<file path="src/rtl/cov_rd_stream.sv">
// Read-streaming stage: sequential RAM reads, latency-absorbing FIFO, valid/ready stream out.
// Optional stall counter output enabled by defining COV_RD_STREAM_STALL_CNT_EN.
module cov_rd_stream #(
  parameter int ADDR_W = 32,
  parameter int DATA_W = 32,
  parameter int DEPTH  = 4,
  parameter int RD_LAT = 1
) (
  input  logic              clk_i,
  input  logic              reset_i,
  input  logic              start_i,
  input  logic              abort_i,
  input  logic [ADDR_W-1:0] base_adr_i,
  input  logic [15:0]       len_i,
  output logic              ram_rd_en_o,
  output logic [ADDR_W-1:0] adr_o,
  input  logic [DATA_W-1:0] ram_dout_i,
  output logic [DATA_W-1:0] s_data_o,
  output logic              s_valid_o,
  input  logic              s_ready_i,
  output logic              busy_o,
  output logic              done_o
`ifdef COV_RD_STREAM_STALL_CNT_EN
  ,
  output logic [15:0]       stall_cnt_o
`endif
);

  localparam int PW = $clog2(DEPTH);
  localparam int CW = $clog2(DEPTH + 1);
  localparam logic [CW:0] DEPTH_C = (CW+1)'(DEPTH);

  typedef enum logic [1:0] {IDLE, FETCH, DRAIN, DONE} state_e;

  state_e            state_q, state_d;
  logic [ADDR_W-1:0] adr_q, adr_d;
  logic [15:0]       rd_left_q, rd_left_d;
  logic [15:0]       acc_left_q, acc_left_d;
  logic [RD_LAT-1:0] vld_pipe_q, vld_pipe_d;
  logic [PW-1:0]     wptr_q, rptr_q;
  logic [CW-1:0]     cnt_q, cnt_d;
  logic [DATA_W-1:0] mem_q [DEPTH];

  logic [CW:0]       inflight;
  logic [CW:0]       occ;
  logic              credit_ok;
  logic              flush;
  logic              push, push_en, pop;

  // Reads still travelling through the RAM pipe hold a FIFO slot in advance.
  always_comb begin
    inflight = '0;
    for (int i = 0; i < RD_LAT; i++)
      inflight = inflight + {{CW{1'b0}}, vld_pipe_q[i]};
  end

  assign occ         = {1'b0, cnt_q} + inflight;
  assign credit_ok   = occ < DEPTH_C;
  assign flush       = abort_i && (state_q != IDLE);
  assign ram_rd_en_o = (state_q == FETCH) && credit_ok;
  assign adr_o       = adr_q;
  assign s_valid_o   = (cnt_q != '0);
  assign s_data_o    = s_valid_o ? mem_q[rptr_q] : '0;
  assign pop         = s_valid_o && s_ready_i;
  assign push        = vld_pipe_q[RD_LAT-1];
  assign push_en     = push && !flush;
  assign busy_o      = (state_q == FETCH) || (state_q == DRAIN);
  assign done_o      = (state_q == DONE);

  always_comb begin
    state_d    = state_q;
    adr_d      = adr_q;
    rd_left_d  = rd_left_q;
    acc_left_d = acc_left_q;
    if (pop) acc_left_d = acc_left_q - 16'd1;
    unique case (state_q)
      IDLE: begin
        if (start_i && !abort_i) begin
          adr_d      = base_adr_i;
          rd_left_d  = len_i;
          acc_left_d = len_i;
          state_d    = (len_i == 16'd0) ? DONE : FETCH;
        end
      end
      FETCH: begin
        if (ram_rd_en_o) begin
          adr_d     = adr_q + 1'b1;
          rd_left_d = rd_left_q - 16'd1;
          if (rd_left_q == 16'd1) state_d = DRAIN;
        end
      end
      DRAIN: begin
        if (pop && acc_left_q == 16'd1) state_d = DONE;
      end
      DONE: state_d = IDLE;
      default: state_d = IDLE;
    endcase
    if (flush) state_d = IDLE;
  end

  always_comb begin
    vld_pipe_d    = vld_pipe_q << 1;
    vld_pipe_d[0] = ram_rd_en_o;
    if (flush) vld_pipe_d = '0;
  end

  always_comb begin
    cnt_d = cnt_q;
    unique case ({push_en, pop && !flush})
      2'b10:   cnt_d = cnt_q + 1'b1;
      2'b01:   cnt_d = cnt_q - 1'b1;
      default: cnt_d = cnt_q;
    endcase
    if (flush) cnt_d = '0;
  end

  always_ff @(posedge clk_i) begin
    if (!reset_i) begin
      state_q    <= IDLE;
      adr_q      <= '0;
      rd_left_q  <= '0;
      acc_left_q <= '0;
      vld_pipe_q <= '0;
      wptr_q     <= '0;
      rptr_q     <= '0;
      cnt_q      <= '0;
    end else begin
      state_q    <= state_d;
      adr_q      <= adr_d;
      rd_left_q  <= rd_left_d;
      acc_left_q <= acc_left_d;
      vld_pipe_q <= vld_pipe_d;
      cnt_q      <= cnt_d;
      if (flush) begin
        wptr_q <= '0;
        rptr_q <= '0;
      end else begin
        if (push) wptr_q <= wptr_q + 1'b1;
        if (pop)  rptr_q <= rptr_q + 1'b1;
      end
    end
  end

  // Storage is not reset; occupancy alone decides what is visible.
  always_ff @(posedge clk_i) begin
    if (push_en) mem_q[wptr_q] <= ram_dout_i;
  end

`ifdef COV_RD_STREAM_STALL_CNT_EN
  logic [15:0] stall_q, stall_d;

  always_comb begin
    stall_d = stall_q;
    if (state_q == IDLE && start_i && !abort_i)
      stall_d = '0;
    else if (s_valid_o && !s_ready_i && stall_q != 16'hFFFF)
      stall_d = stall_q + 16'd1;
  end

  always_ff @(posedge clk_i) begin
    if (!reset_i) stall_q <= '0;
    else          stall_q <= stall_d;
  end

  assign stall_cnt_o = stall_q;
`endif

endmodule

</file>
<file path="config.mk">
export PLATFORM = sky130hd
export DESIGN_NAME = cov_rd_stream
export DESIGN_NICKNAME = d
export VERILOG_FILES = /design/src/rtl/cov_rd_stream.sv
export SDC_FILE = /design/constraint.sdc
export NUM_CORES = 1
export LEC_CHECK = 0
export ABC_AREA = 1
export CORE_MARGIN = 2
export CORE_UTILIZATION = 30
export DETAILED_ROUTE_END_ITERATION = 6
export HOLD_SLACK_MARGIN = 0.1
export PLACE_DENSITY_LB_ADDON = 0.2
export SLEW_MARGIN = 20
export SYNTH_ARGS = -nofsm -noshare
export SYNTH_HDL_FRONTEND = slang
export SYNTH_SLANG_ARGS = --single-unit
</file>
<file path="constraint.sdc">
create_clock -name clk_i -period 2.5 [get_ports clk_i]
set_input_delay 0.5 -clock clk_i [delete_from_list [all_inputs] [get_ports clk_i]]
set_output_delay 0.5 -clock clk_i [all_outputs]
set_load 0.005 [all_outputs]
</file>
==> out/metrics.cfg <==
[global_routing]
grt-ovfl-total = 0
grt_max_degree = 70
grt_usage = 0.1642
grt_pass1_vias = 8906
grt_pass1_wl_um = 47230
antenna_found_initial = 0

[finish]
layout-drive-gt1-share = 0.09235
nFillCells = 3409
area_growth_pct = 32.26
multi_input_area_mm2 = 0.004278
layout.nets = 1532
antenna_cells = 0
fin_cells = 1899
regArea_mm2 = 0.005370
mostFrequentLayoutCell = nor2_1
final_cell_mix = nor2_1, nand2_1, edfxtp_1

[placed_design]
dp.cells = 1842
portBuffers = 152
dpl.hpwl_um = 18960
gp_congestion = 0.8624
preCtsSetupSlack_ns = 0.09595

[route]
drc = 0
drt-pass1-iter-count = 5
wl_per_cell_um = 15.78
vias = 9007
dr_wl_met3_um = 1535
wl_um = 29960
route.met2.wl_um = 13800
drtIter0Drc = 501
routed_via_density = 4.743
met1_length_um = 14080
dr.max_layer_used = met4
antenna_left = 0

[floorplanning]
fp.dieArea_mm2 = 0.03565
die_h_um = 188.8
io_pins = 153
start_util = 0.3048
fp.dieW_um = 188.8
core_region_area_mm2 = 0.03362
std_cell_rows = 67

[setup_path]
cp-start-kind = register
rrSetupSlack_ns = 0.37
worst_ep_arrival_time_ns = 1.90
worstSetupEndpointType = output port
setup.worst_path.class = register to output port
required_ns = 2.00
crit_fanout = 16

[timing]
min_period_over_period = 0.9619
setup_viol = 0
worst_slack_ns = 0.09525
slew-limit-headroom = 0.6575
fin_setup_tns_ns = 0
post-route-min-period_ns = 2.405
fmax_mhz = 415.8
rsz0062_at_grt = true
final-hold-violation-count = 0
slew_violations = 0
fin_worst_skew_ns = 0.01459
tightest_slew_ns = 0.5138

[logic_synthesis]
syn_nets = 1369
synth.area.top_cells = edfxtp_1, dfxtp_1, nor2_1
ys_ff_latch = 204
synth_top_area_cell = edfxtp_1
yosys_warnings = 0
synth.distinct_cells = 42
synthCells = 1269
syn_area_mm2 = 0.01025
syn_avg_cell_area_um2 = 8.075
yosysTopAreaCellShare = 0.3751
ys_seq_area_frac = 0.5236

[clock_network]
cts_made_buffers = 25
cts_num_sinks = 204
htree_levels = 1
clock_path_buffers = 3
cts_tree = built
cts-root-buf = clkbuf_16
insertion_delay_ns = 0.54
cts_hold_buf = 0
clkTransAtPathRegs_ns = 0.06

[job]
drv_cap = 0

[worst_hold_path]
hold_path.class = register to register

[power_and_ir_drop]
finalPower_w = 0.01184
ir_drop_mv = 0.5013
p_leak_nw = 5.320
power_density_mw_per_mm2 = 873.6

[outcome]
outcome = finished, final reports clean

[cells by family after synthesis]
logic type | share of synthesized area
xor gates and xnor gates | 0.006838
buffers and inverters | 0.06349
AOI/OAI and AO/OA | 0.1269
and+or+nand+nor | 0.2602
DFF | 0.5236
adders and majority gates | 0.01905
[cells in the mapped netlist, drive strengths merged]
library cell,number
nand4,10
o21a,3
a31oi,5
o21ai,127
ha,14
nand3b,4
nand3,63
nor2,293
o211ai,5
a211oi,4
and3,1
nor2b,2
xor2,3
fa,1
a21oi,103
dfxtp,76
clkinv,1
edfxtp,128
nor3,10
clkbuf,27
nor4,2
inv,100
or2,3
nand2,250
buf,28
xnor2,5
o22ai,1
[layout make-up]
class | instances | share of cell area
Sequential cell | 204 | 0.3962
Timing Repair Buffer | 191 | 0.1568
Multi-Input combinational cell | 909 | 0.3156
Clock buffer | 32 | 0.05105
Inverter | 101 | 0.02871
Tap cell | 448 | 0.04136
Clock inverter | 14 | 0.01025
[critical path: stages, from the launching register on]
cell	delay (ns)
dfxtp_4	0.37
buf_12	0.13
inv_8	0.11
buf_12	0.16
o21ai_0	0.11
a21oi_2	0.22
dlygate4sd2_1	0.27
[state kept, by name, indices dropped and copies added (netlist names), named ones only]
register,count
adr_o,32
state_q,2
rd_left_q,16
wptr_q,2
acc_left_q,16
push,1
cnt_q,3
mem_q,128
rptr_q,2
[metal layers]
metal / global-route usage / vias up
li1: - / 4535
met1: 0.2216 / 4196
met2: 0.2790 / 237
met3: 0.02403 / 39
met4: 0.03546 / 0
met5: 0 / -
[what timing repair did]
action | 4_1_cts | 5_1_grt
pin swaps | 6 | 8
endpoints found under the hold margin | 0 | 0
endpoints found under the setup margin | 32 | 23
buffers inserted | 1 | 4
gates resized for setup | 31 | 35
gates cloned | 2 | 4
[power by group]
| part | internal (W) | total (W) | switching (W) |
|---|---|---|---|
| clock network | 0.00217 | 0.00361 | 0.00144 |
| registers | 0.00399 | 0.00442 | 0.000434 |
| logic | 0.00163 | 0.00381 | 0.00218 |
| total | 0.00779 | 0.0118 | 0.00405 |
[through the flow]
step	utilization	instance area [um2]	hold slack, ns
2_1_floorplan	-	10250	0.4548
3_3_place_gp	0.3691	12410	0.4801
3_5_place_dp	0.3691	12410	0.4767
4_1_cts	0.3969	13340	0.4855
5_1_grt	0.4032	13550	0.4974
6_report	0.4032	13550	0.4872
[worst paths after layout]
kind,from,to,cells past startpoint
worst min-delay path,rd_left_q[11],rd_left_q[11],2
worst min register to register,rd_left_q[11],rd_left_q[11],2
worst max-delay path,register,s_data_o[4],6
worst max register to register,state_q[0],cnt_q[2],10
No activity file was read; power rests on OpenSTA's default activity.
